**src/rtl/csa_pipe_adder.sv**
```systemverilog
// Pipelined carry-select adder/subtractor with a valid/ready handshake.
// Optional signed-overflow flag is built only when CSA_OVF_EN is defined.
module csa_pipe_adder #(
  parameter int unsigned WIDTH = 64,
  parameter int unsigned GROUP = 8,
  parameter int unsigned PIPE  = 2
) (
  input  logic             clock,
  input  logic             reset,
  input  logic             in_valid,
  output logic             in_ready,
  input  logic [WIDTH-1:0] op1,
  input  logic [WIDTH-1:0] op2,
  input  logic             cin,
  input  logic             sub,
  output logic             out_valid,
  input  logic             out_ready,
  output logic [WIDTH-1:0] sum,
  output logic             crout,
  output logic             ovf
);

  localparam int unsigned NGRP = WIDTH / GROUP;
  localparam int unsigned GPS  = NGRP / PIPE;
  localparam int unsigned SW   = GPS * GROUP;
  localparam int unsigned LAST = PIPE - 1;

  if ((WIDTH % GROUP) != 0 || PIPE == 0 || PIPE > NGRP || (NGRP % PIPE) != 0) begin : g_bad_cfg
    $error("csa_pipe_adder: illegal WIDTH/GROUP/PIPE combination");
  end

  // Per-stage registers; operands travel with the operation so later slices see the same op
  logic [WIDTH-1:0] a_q     [PIPE];
  logic [WIDTH-1:0] b_q     [PIPE];
  logic [WIDTH-1:0] sum_q   [PIPE];
  logic             carry_q [PIPE];
  logic             valid_q [PIPE];

  logic [WIDTH-1:0] a_in    [PIPE];
  logic [WIDTH-1:0] b_in    [PIPE];
  logic [WIDTH-1:0] ps_in   [PIPE];
  logic             c_in    [PIPE];
  logic [WIDTH-1:0] sum_d   [PIPE];
  logic             carry_d [PIPE];
  logic             valid_d [PIPE];

  logic stall_c;

  assign stall_c   = valid_q[LAST] && !out_ready;
  assign in_ready  = !stall_c;
  assign out_valid = valid_q[LAST];
  assign sum       = sum_q[LAST];
  assign crout     = carry_q[LAST];

  for (genvar s = 0; s < int'(PIPE); s++) begin : g_stage
    logic [GPS:0]  gcarry;
    logic [SW-1:0] slice_sum;

    if (s == 0) begin : g_first
      // Subtraction folds into addition of the inverted operand with a forced carry-in
      assign a_in[s]    = op1;
      assign b_in[s]    = sub ? ~op2 : op2;
      assign c_in[s]    = sub | cin;
      assign ps_in[s]   = '0;
      assign valid_d[s] = in_valid;
    end else begin : g_next
      assign a_in[s]    = a_q[s-1];
      assign b_in[s]    = b_q[s-1];
      assign c_in[s]    = carry_q[s-1];
      assign ps_in[s]   = sum_q[s-1];
      assign valid_d[s] = valid_q[s-1];
    end

    assign gcarry[0] = c_in[s];

    for (genvar g = 0; g < int'(GPS); g++) begin : g_grp
      localparam int LSB = s * int'(SW) + g * int'(GROUP);
      logic [GROUP:0] s0;
      logic [GROUP:0] s1;

      // Both candidate sums are ready before the group carry arrives
      assign s0 = {1'b0, a_in[s][LSB +: GROUP]} + {1'b0, b_in[s][LSB +: GROUP]};
      assign s1 = {1'b0, a_in[s][LSB +: GROUP]} + {1'b0, b_in[s][LSB +: GROUP]}
                  + (GROUP+1)'(1);
      assign slice_sum[g*GROUP +: GROUP] = gcarry[g] ? s1[GROUP-1:0] : s0[GROUP-1:0];
      assign gcarry[g+1] = gcarry[g] ? s1[GROUP] : s0[GROUP];
    end

    // Bits above this slice are still zero, so OR merges the new slice in place
    assign sum_d[s]   = ps_in[s] | (WIDTH'(slice_sum) << (s * int'(SW)));
    assign carry_d[s] = gcarry[GPS];
  end

  always_ff @(posedge clock) begin
    if (reset) begin
      for (int unsigned i = 0; i < PIPE; i++) begin
        valid_q[i] <= 1'b0;
        carry_q[i] <= 1'b0;
        sum_q[i]   <= '0;
      end
    end else if (!stall_c) begin
      for (int unsigned i = 0; i < PIPE; i++) begin
        valid_q[i] <= valid_d[i];
        carry_q[i] <= carry_d[i];
        sum_q[i]   <= sum_d[i];
      end
    end
  end

  // Operand delay registers need no reset: they are qualified by valid_q
  always_ff @(posedge clock) begin
    if (!stall_c) begin
      for (int unsigned i = 0; i < PIPE; i++) begin
        a_q[i] <= a_in[i];
        b_q[i] <= b_in[i];
      end
    end
  end

`ifdef CSA_OVF_EN
  logic ovf_d;
  logic ovf_q;

  // Carry into the MSB recovered as a ^ b ^ sum at that bit
  assign ovf_d = (a_in[LAST][WIDTH-1] ^ b_in[LAST][WIDTH-1] ^ sum_d[LAST][WIDTH-1])
                 ^ carry_d[LAST];

  always_ff @(posedge clock) begin
    if (reset) begin
      ovf_q <= 1'b0;
    end else if (!stall_c) begin
      ovf_q <= ovf_d;
    end
  end

  assign ovf = ovf_q;
`else
  assign ovf = 1'b0;
`endif

endmodule

```
**config.mk**
```make
export PLATFORM = sky130hd
export DESIGN_NAME = csa_pipe_adder
export DESIGN_NICKNAME = d
export VERILOG_FILES = /design/src/rtl/csa_pipe_adder.sv
export SDC_FILE = /design/constraint.sdc
export NUM_CORES = 1
export LEC_CHECK = 0
export BUFFER_PORTS_ARGS = -buffer_cell sky130_fd_sc_hd__buf_2
export CELL_PAD_IN_SITES_DETAIL_PLACEMENT = 0
export CELL_PAD_IN_SITES_GLOBAL_PLACEMENT = 1
export CORE_AREA = 2 2 150 152
export CTS_CLUSTER_SIZE = 20
export DETAILED_ROUTE_END_ITERATION = 6
export DIE_AREA = 0 0 152 154
export GPL_TIMING_DRIVEN = 0
export PLACE_DENSITY = 0.95
export RECOVER_POWER = 50
export SKIP_CTS_REPAIR_TIMING = 1
export SYNTH_ARGS = -nofsm -noshare
export SYNTH_HDL_FRONTEND = slang
export SYNTH_SLANG_ARGS = --single-unit
```
**constraint.sdc**
```tcl
create_clock -name clock -period 10.7 [get_ports clock]
set_input_delay 0.535 -clock clock [delete_from_list [all_inputs] [get_ports clock]]
set_output_delay 0.535 -clock clock [all_outputs]
set_load 0.01 [all_outputs]
```
== After elaboration in Yosys (flattened, before gate mapping) ==
Memories as Yosys holds them, arrays and structs flattened.
Index checks and enable logic that the tools add are counted.
Storage, ports and cells
  bits of input ports: 134
  RAM bits: 388
  register bits: 0
  logic and storage cells: 61
  output and inout port bits: 68
  memories kept: 5
Memory list
  a_q: depth 2, bits a word 64, rd ports 1, clocked after memory_dff 0, write ports 2, RTL line 33  | logic [WIDTH-1:0] a_q [PIPE];
  b_q: depth 2, bits a word 64, rd ports 1, clocked after memory_dff 0, write ports 2, RTL line 34  | logic [WIDTH-1:0] b_q [PIPE];
  sum_q: depth 2, bits a word 64, rd ports 2, clocked after memory_dff 0, write ports 2, RTL line 35  | logic [WIDTH-1:0] sum_q [PIPE];
  carry_q: depth 2, bits a word 1, rd ports 2, clocked after memory_dff 0, write ports 2, RTL line 36  | logic carry_q [PIPE];
  valid_q: depth 2, bits a word 1, rd ports 2, clocked after memory_dff 0, write ports 2, RTL line 37  | logic valid_q [PIPE];
Operators by class
  bitwise gates (word level): 9
  reduce and logical (&&, ||, !) cells: 3
  $add $sub $neg: 16
  multiplexer cells: 28
Operator list (count)
  $mux 64: 3
  $add 8x8->9: 8
  $add 9x1->9 const B: 8
  $mux 8: 8
  $not 64->64: 1
  $or 64x64->64: 1
  $mux 1: 17
  $or 1x1->1: 7
  $logic_not 1->1: 2
  $logic_and 1x1->1: 1

== Logic depth before layout (Yosys ltp) ==
Gate-level depths: netlist of run 1.
  depth in word-level cells: 9
  gate-level depth with buffers: 19
  depth with buffers taken out: 15

== Least setup slack after synthesis of run 1 ==
OpenSTA, ideal clock, no wires.
  path kind: in2reg
  from: input sub
  to: memory sum_q[0][19], data pin
  cell stages on the path: 18
  path buffers: 4
  required time: 10434 ps
  library setup time: 266 ps
  slack: 5773 ps
  arrival: 4661 ps
  cell sequence: clkbuf_1 -> buf_1 -> clkbuf_1 -> xor2_1 -> ha_1 -> inv_1 -> fa_1 -> nor2b_4 -> o31a_1 -> o31a_1 -> or4_1 -> or3_4 -> or4_4 -> and2_1 -> buf_6 -> nand4_1 -> xor2_1 -> nor2_1
RTL lines
  start: declaration: RTL line 15  | input logic sub,
  end: declaration: RTL line 35

==> results.py, run 1 <==
metrics = {
    "run_status": {
        "status": "complete, but fails checks",
        "violations": "max-capacitance violations, max-slew violations",
    },
    "cts": {
        "clockBufferDepth": 2,
        "cts_sinks": 164,
        "cts_root_buf": "clkbuf_16",
        "clock_latency_ns": 0.43,
        "tritoncts": "built",
        "htree_levels": 4,
        "clkSlewWorstSetupHoldPaths_ns": 0.07,
        "numCtsBuffers": 17,
    },
    "logic_synthesis": {
        "ys_types": 65,
        "synth_edf_count": 164,
        "synth_seq_cells": 164,
        "syn_inst": 896,
        "ys.flop_type": "edfxtp_1",
        "synth-async-reset-ratio_pct": 0,
        "seq_area_frac_synth_pct": 48.8,
        "syn_nets": 1112,
        "yosys_warnings": 0,
        "synth.avg_cell_area_sq_um": 11.3,
        "syn_area_sq_mm": 0.0101,
    },
    "floorplanning": {
        "pin_count": 202,
        "core_sq_mm": 0.0217,
        "start_util_pct": 46.5,
        "fp.dieH_microns": 154,
        "fp.dieArea_sq_mm": 0.0234,
        "num_rows": 54,
        "die_w_microns": 152,
    },
    "place": {
        "dpl.hpwl_microns": 16600,
        "post-place-ws_ns": 4.63,
        "place_inst": 1376,
        "portBuffers": 199,
        "gp_congestion": 0.855,
    },
    "power_and_ir_drop": {
        "comb_power_share_pct": 28.7,
        "totalPowerFinal_mw": 2.06,
        "power_frac_seq_pct": 41.4,
        "cellLeakagePower_nw": 4.99,
        "swShare_pct": 30.5,
        "vdd_drop_max_uv": 97.9,
        "switching_power_mw": 0.629,
        "clockPowerShare_pct": 29.9,
        "powerDensity_mw_per_mm2": 172,
        "intPower_mw": 1.43,
    },
    "route": {
        "drt_iter0_markers": 292,
        "vias": 7338,
        "via_per_inst": 5.20,
        "post_drt_wl_per_cell_microns": 15.6,
        "drt_pass1_iterations": 5,
        "routed_wl_microns": 22100,
        "antenna_left": 0,
        "drcViolationCount": 0,
    },
    "global_route": {
        "first_global_vias": 7088,
        "grt_antenna_before_repair": 5,
        "grt_first_pass_wirelength_microns": 34800,
        "grt_max_degree": 69,
        "gr-total-overflow": 0,
        "grtUsageTotal_pct": 18.8,
    },
    "setup_path": {
        "reg2reg_depth": 3,
        "startpoint": "valid_q[0][1]$_SDFFCE_PN0P_",
        "cp-start-kind": "register",
        "r2r_setup_slack_ns": 4.97,
        "regToRegStartpoint": "valid_q[0][1]$_SDFFCE_PN0P_",
        "critPathArrivalTime_ns": 5.83,
        "critPathKind": "reg2reg",
        "cp_max_fo": 68,
        "worst_setup_path_end_kind": "register",
        "worstReg2RegEnd": "sum_q[0][115]$_SDFFCE_PN0P_",
        "worst_ep_required_time_ns": 10.80,
    },
    "sta": {
        "worst_pin_slew_ns": 3.30,
        "fin_ws_ns": 4.97,
        "fmax_ghz": 0.175,
        "fin_crit_sh_pct": 53.5,
        "maxSlewViolCount": 115,
        "whs_ns": 0.280,
        "setup_viol": 0,
        "finClkSkew_ns": 0.0120,
        "rsz0062_at_grt": "no",
        "tns_ns": 0,
        "relSlewSlack_pct": -120,
        "post-route-min-period_ns": 5.73,
        "hold_violations": 0,
    },
    "layout": {
        "multi_input_area_sq_mm": 0.00493,
        "fillers": 1876,
        "regArea_sq_mm": 0.00492,
        "drive_gt1_share_pct": 15.6,
        "area_growth_pct": 18.6,
        "final_cell_mix": "edfxtp_1 (164), buf_2 (127), xor2_1 (101), clkbuf_1 (96), nor2_1 (94)",
        "layout_commonest_cell": "edfxtp_1",
        "finalNonFillerCells": 1410,
        "finalNetCount": 1331,
    },
    "hold_path": {
        "hold_path_depth": 1,
        "min_to": "a_q[0][53]$_DFFE_PN_",
        "worstHoldPathType": "in2reg",
        "hold_start": "op1[53]",
    },
    "run": {
        "maxCapViolCount": 2,
    },
}
==> metrics by stage <==
| stage | utilization, % | cell area, sq um |
|---|---|---|
| floorplan | - | 10100 |
| global placement | 52.7 | 11400 |
| detailed placement | 52.9 | 11500 |
| CTS | 55.6 | 12100 |
| global route | 55.1 | 12000 |
| finish | 55.2 | 12000 |
==> logic make-up after synthesis <==
family | after synthesis | synth area share, %
AOI/OAI and AO/OA | 159 | 10.1
buffers and inverters | 59 | 2.31
other | 1 | 0.0372
xor gates and xnor gates | 141 | 12.2
and+or+nand+nor | 282 | 14.9
DFF | 164 | 48.8
adders and majority gates | 82 | 10.8
muxes | 8 | 0.806
==> worst max-delay path, stage by stage, from the launching register on <==
cell	delay, ns
edfxtp_1	0.43
nand2b_1	2.13
or2_0	2.48
buf_16	0.31
==> layer usage <==
| metal | up-vias | routed length, microns | GRT usage (%) |
|---|---|---|---|
| li1 | 3696 | - | - |
| met1 | 3387 | 9440 | 23.7 |
| met2 | 213 | 10500 | 31.0 |
| met3 | 40 | 1620 | 5.10 |
| met4 | 2 | 524 | 7.61 |
| met5 | - | 13 | 0 |
==> flip-flops by register name, indices dropped and copies added, names as in the netlist <==
signal	cells
a_q	32
sum_q	96
valid_q	2
carry_q	2
b_q	32
==> area by class of cell <==
class                      count  share of cell area, %
buffer                        25                  0.878
antenna                        3                 0.0627
inverter                      34                   1.07
clock buffer                  19                   3.62
tap                          280                   2.93
sequential                   164                   41.2
multi-input combinational    673                   41.2
timing repair buffer         200                   7.80
clock inverter                12                   1.31
==> power by group through the flow <==
stage | registers (mW) | logic, mW | clock network [mW]
detailed placement | 0.866 | 0.602 | 0
CTS | 0.853 | 0.606 | 0.630
finish | 0.854 | 0.592 | 0.618
global placement | 0.863 | 0.586 | 0
global route | 0.864 | 0.664 | 0.657
floorplan | 0.885 | 0.412 | 0
==> synthesized netlist by cell type (all sizes together) (2+ instances only) <==
cell type | n | area, sq um
nand3b | 3 | 22.5
xor2 | 101 | 885
mux2i | 7 | 70.1
o21ai | 35 | 179
or4 | 5 | 41.3
a211oi | 9 | 67.6
o21a | 10 | 75.1
a21oi | 47 | 235
edfxtp | 164 | 4920
o211ai | 5 | 37.5
o22ai | 2 | 12.5
nand4 | 9 | 56.3
nor2b | 7 | 51.3
o221ai | 3 | 26.3
buf | 5 | 30.0
a21o | 16 | 120
clkbuf | 20 | 75.1
nand3 | 24 | 150
or3 | 15 | 100
nor3b | 2 | 15.0
o31ai | 6 | 63.8
nand2b | 9 | 56.3
a31oi | 7 | 43.8
and2 | 38 | 238
and4 | 4 | 35.0
ha | 74 | 926
fa | 8 | 160
a21boi | 3 | 22.5
nor2 | 94 | 353
or2 | 5 | 31.3
o31a | 3 | 26.3
nor3 | 17 | 90.1
nand2 | 32 | 123
xnor2 | 40 | 350
and3 | 9 | 61.3
nand4b | 4 | 35.0
inv | 33 | 124
o21bai | 6 | 45.0
a41o | 2 | 20.0
nor4b | 3 | 26.3
==> how the worst max path moves through the flow <==
stage,endpoint,slack [ns],cells past startpoint
2_1_floorplan,sum_q[0][19]$_SDFFCE_PN0P_,5.77,18
3_3_place_gp,sum_q[0][15]$_SDFFCE_PN0P_,4.72,19
3_5_place_dp,sum_q[0][15]$_SDFFCE_PN0P_,4.63,19
4_1_cts,sum_q[0][15]$_SDFFCE_PN0P_,5.09,19
5_1_grt,sum_q[0][113]$_SDFFCE_PN0P_,4.38,3
6_report,sum_q[0][115]$_SDFFCE_PN0P_,4.97,3
(Power assumes the default switching activity.)
==> run 2: changes to the inputs <==
--- a/config.mk
+++ b/config.mk
@@ -5,15 +5,16 @@
 export SDC_FILE = /design/constraint.sdc
 export NUM_CORES = 1
 export LEC_CHECK = 0
+export ABC_AREA = 1
 export BUFFER_PORTS_ARGS = -buffer_cell sky130_fd_sc_hd__buf_2
 export CELL_PAD_IN_SITES_DETAIL_PLACEMENT = 0
 export CELL_PAD_IN_SITES_GLOBAL_PLACEMENT = 1
-export CORE_AREA = 2 2 150 152
+export CORE_AREA = 2 2 162 164
 export CTS_CLUSTER_SIZE = 20
 export DETAILED_ROUTE_END_ITERATION = 6
-export DIE_AREA = 0 0 152 154
+export DIE_AREA = 0 0 164 166
 export GPL_TIMING_DRIVEN = 0
-export PLACE_DENSITY = 0.95
+export PLACE_DENSITY = 0.91
 export RECOVER_POWER = 50
 export SKIP_CTS_REPAIR_TIMING = 1
 export SYNTH_ARGS = -nofsm -noshare
==> constraint.sdc (replaced) <==
create_clock -name clock -period 5.9 [get_ports clock]
set_input_delay 0.295 -clock clock [delete_from_list [all_inputs] [get_ports clock]]
set_output_delay 0.295 -clock clock [all_outputs]
set_load 0.01 [all_outputs]
==> run 2 against run 1 <==
Compared with the run above: the run still ends with max-capacitance violations, max-slew violations left; clock power is 78% higher; die area is 16% higher; sequential power is 85% higher; critical path depth is 3 higher; clock skew is 0.0032 ns higher; via count is 19% higher; largest cell class unchanged.
==> results.py, run 2 <==
metrics = {
    "place": {
        "portBuffers": 200,
        "dpl.hpwl_microns": 19200,
        "gp_congestion": 0.879,
    },
    "hold_path": {
        "worstHoldPathType": "in2reg",
        "hold_start": "op1[37]",
        "hold_path_depth": 1,
    },
    "route": {
        "drt_iter0_markers": 556,
        "post_drt_wl_per_cell_microns": 13.5,
        "drt_pass1_iterations": 5,
        "drcViolationCount": 0,
        "via_per_inst": 4.78,
        "vias": 8702,
        "routed_wl_microns": 24700,
        "antenna_left": 0,
    },
    "logic_synthesis": {
        "syn_nets": 1462,
        "ys_types": 46,
        "synth-async-reset-ratio_pct": 0,
        "seq_area_frac_synth_pct": 45.4,
        "synth_area_leaders": "edfxtp_1 (45%), nand2_1 (9.4%), ha_1 (8.5%)",
        "yosys_warnings": 0,
        "synth_edf_count": 164,
        "synth_top_area_share_pct": 45.4,
        "syn_inst": 1246,
        "yosys-top-cells-count": "nand2_1 (273), inv_1 (187), edfxtp_1 (164), nor2_1 (137), xor2_1 (80)",
        "ys.flop_type": "edfxtp_1",
        "yosysMostFrequentCell": "nand2_1",
        "yosysTopAreaCell": "edfxtp_1",
        "synth.avg_cell_area_sq_um": 8.71,
        "synth_seq_cells": 164,
        "syn_area_sq_mm": 0.0109,
    },
    "layout": {
        "final_cell_mix": "nand2_1 (273), inv_1 (187), edfxtp_1 (164), nor2_1 (137), buf_2 (134)",
        "largestRegisters": "sum_q (96), a_q (32), b_q (32)",
        "drive_gt1_share_pct": 14.2,
        "post-route-util_pct": 50.1,
        "largest_reg_flops": 96,
        "layout_commonest_cell": "nand2_1",
        "finalNetCount": 1682,
        "area_growth_pct": 18.1,
        "fillers": 2443,
        "top_register": "sum_q",
    },
    "global_route": {
        "grt_max_degree": 67,
        "grt_first_pass_wirelength_microns": 40100,
        "grtUsageTotal_pct": 18.7,
        "grt_antenna_before_repair": 8,
        "use_met2_pct": 31.8,
        "grt.busiest_layer": "met2",
        "gr-total-overflow": 0,
        "gr-usage-met3_pct": 3.70,
        "use_met1_pct": 23.2,
        "first_global_vias": 8358,
    },
    "setup_path": {
        "reg2reg_depth": 6,
        "startpoint": "valid_q[0][1]$_SDFFCE_PN0P_",
        "worst_setup_path_end_kind": "register",
        "cp_max_fo": 66,
        "critPathArrivalTime_ns": 4.73,
        "regToRegStartpoint": "valid_q[0][1]$_SDFFCE_PN0P_",
        "worst_ep_required_time_ns": 6.17,
        "cp-start-kind": "register",
        "critPathKind": "reg2reg",
    },
    "power_and_ir_drop": {
        "swShare_pct": 35.2,
        "power_frac_seq_pct": 39.6,
        "powerDensity_mw_per_mm2": 311,
        "cellLeakagePower_nw": 6.16,
        "clockPowerShare_pct": 27.6,
        "vdd_drop_max_uv": 194,
        "intPower_mw": 2.58,
        "comb_power_share_pct": 32.8,
        "switching_power_mw": 1.41,
    },
    "cts": {
        "numCtsBuffers": 17,
        "htree_levels": 4,
        "clkSlewWorstSetupHoldPaths_ns": 0.08,
        "clock_latency_ns": 0.43,
        "cts_root_buf": "clkbuf_16",
        "cts_sinks": 164,
        "clockBufferDepth": 2,
        "tritoncts": "built",
    },
    "sta": {
        "finClkSkew_ns": 0.0152,
        "relSlewSlack_pct": -92.5,
        "tns_ns": 0,
        "fin_crit_sh_pct": 75.6,
        "hold_violations": 0,
        "fmax_ghz": 0.224,
        "post-route-min-period_ns": 4.46,
        "worst_pin_slew_ns": 2.89,
        "setup_viol": 0,
        "rsz0062_at_grt": "no",
        "maxSlewViolCount": 113,
    },
    "run": {
        "maxCapViolCount": 2,
    },
    "floorplanning": {
        "start_util_pct": 42.4,
        "core_sq_mm": 0.0256,
        "pin_count": 202,
        "fp.dieArea_sq_mm": 0.0272,
        "num_rows": 59,
        "die_w_microns": 164,
        "fp.dieH_microns": 166,
    },
    "run_status": {
        "status": "complete, but fails checks",
        "violations": "max-capacitance violations, max-slew violations",
    },
}
-- run 2: layout make-up --
cell class	count	area, sq um	area share (%)
Buffer	22	104	0.810
Antenna cell	7	17.5	0.137
Clock inverter	15	163	1.27
Tap cell	335	419	3.27
Inverter	190	716	5.58
Timing Repair Buffer	201	943	7.36
Multi-Input combinational cell	870	5110	39.9
Sequential cell	164	4920	38.4
Clock buffer	17	425	3.32
-- run 2: power groups by stage --
stage	sequential [mW]	combinational (mW)	clock (mW)
final	1.58	1.31	1.10
after global routing	1.60	1.51	1.17
after CTS	1.58	1.34	1.12
after detailed placement	1.60	1.33	0
after global placement	1.60	1.30	0
after floorplan	1.63	0.925	0
-- run 2: per-stage QoR --
step	cells	hold WS, ns	power, mW	worst slack [ns]	cell area (sq um)
finish	1821	0.0320	3.99	1.44	12800
global route	1819	0.00473	4.28	0.956	12800
CTS	1814	0.0166	4.04	1.45	12900
detailed placement	1782	0.473	2.93	1.02	12300
global placement	1781	0.473	2.90	0.696	12300
floorplan	1246	0.394	2.56	2.07	10900
-- run 2: kinds of logic after synthesis --
family | after synthesis | synth area share, %
DFF | 164 | 45.4
and+or+nand+nor | 575 | 23.5
buffers and inverters | 212 | 7.55
AOI/OAI and AO/OA | 117 | 5.88
muxes | 1 | 0.0922
other | 1 | 0.0345
xor gates and xnor gates | 94 | 7.59
adders and majority gates | 82 | 10.0
-- run 2: worst max-delay path: stages, from the launching register on --
cell	delay, ns
edfxtp_1	0.43
nand2_1	2.00
nand2_1	0.40
clkinv_1	0.39
clkbuf_1	0.71
o21ai_0	0.19
a21oi_1	0.17
-- run 2: routing by layer --
layer | routed length [microns] | up-vias
met5 | 16 | -
met1 | 10900 | 3894
met3 | 1380 | 44
met4 | 734 | 2
met2 | 11700 | 217
li1 | - | 4545
-- run 2: final timing paths --
path	slack, ns	end
min	0.03	a_q[0][37]$_DFFE_PN_
max	1.44	sum_q[0][108]$_SDFFCE_PN0P_
max reg2reg	1.44	sum_q[0][108]$_SDFFCE_PN0P_
min reg2reg	0.55	sum_q[0][87]$_SDFFCE_PN0P_
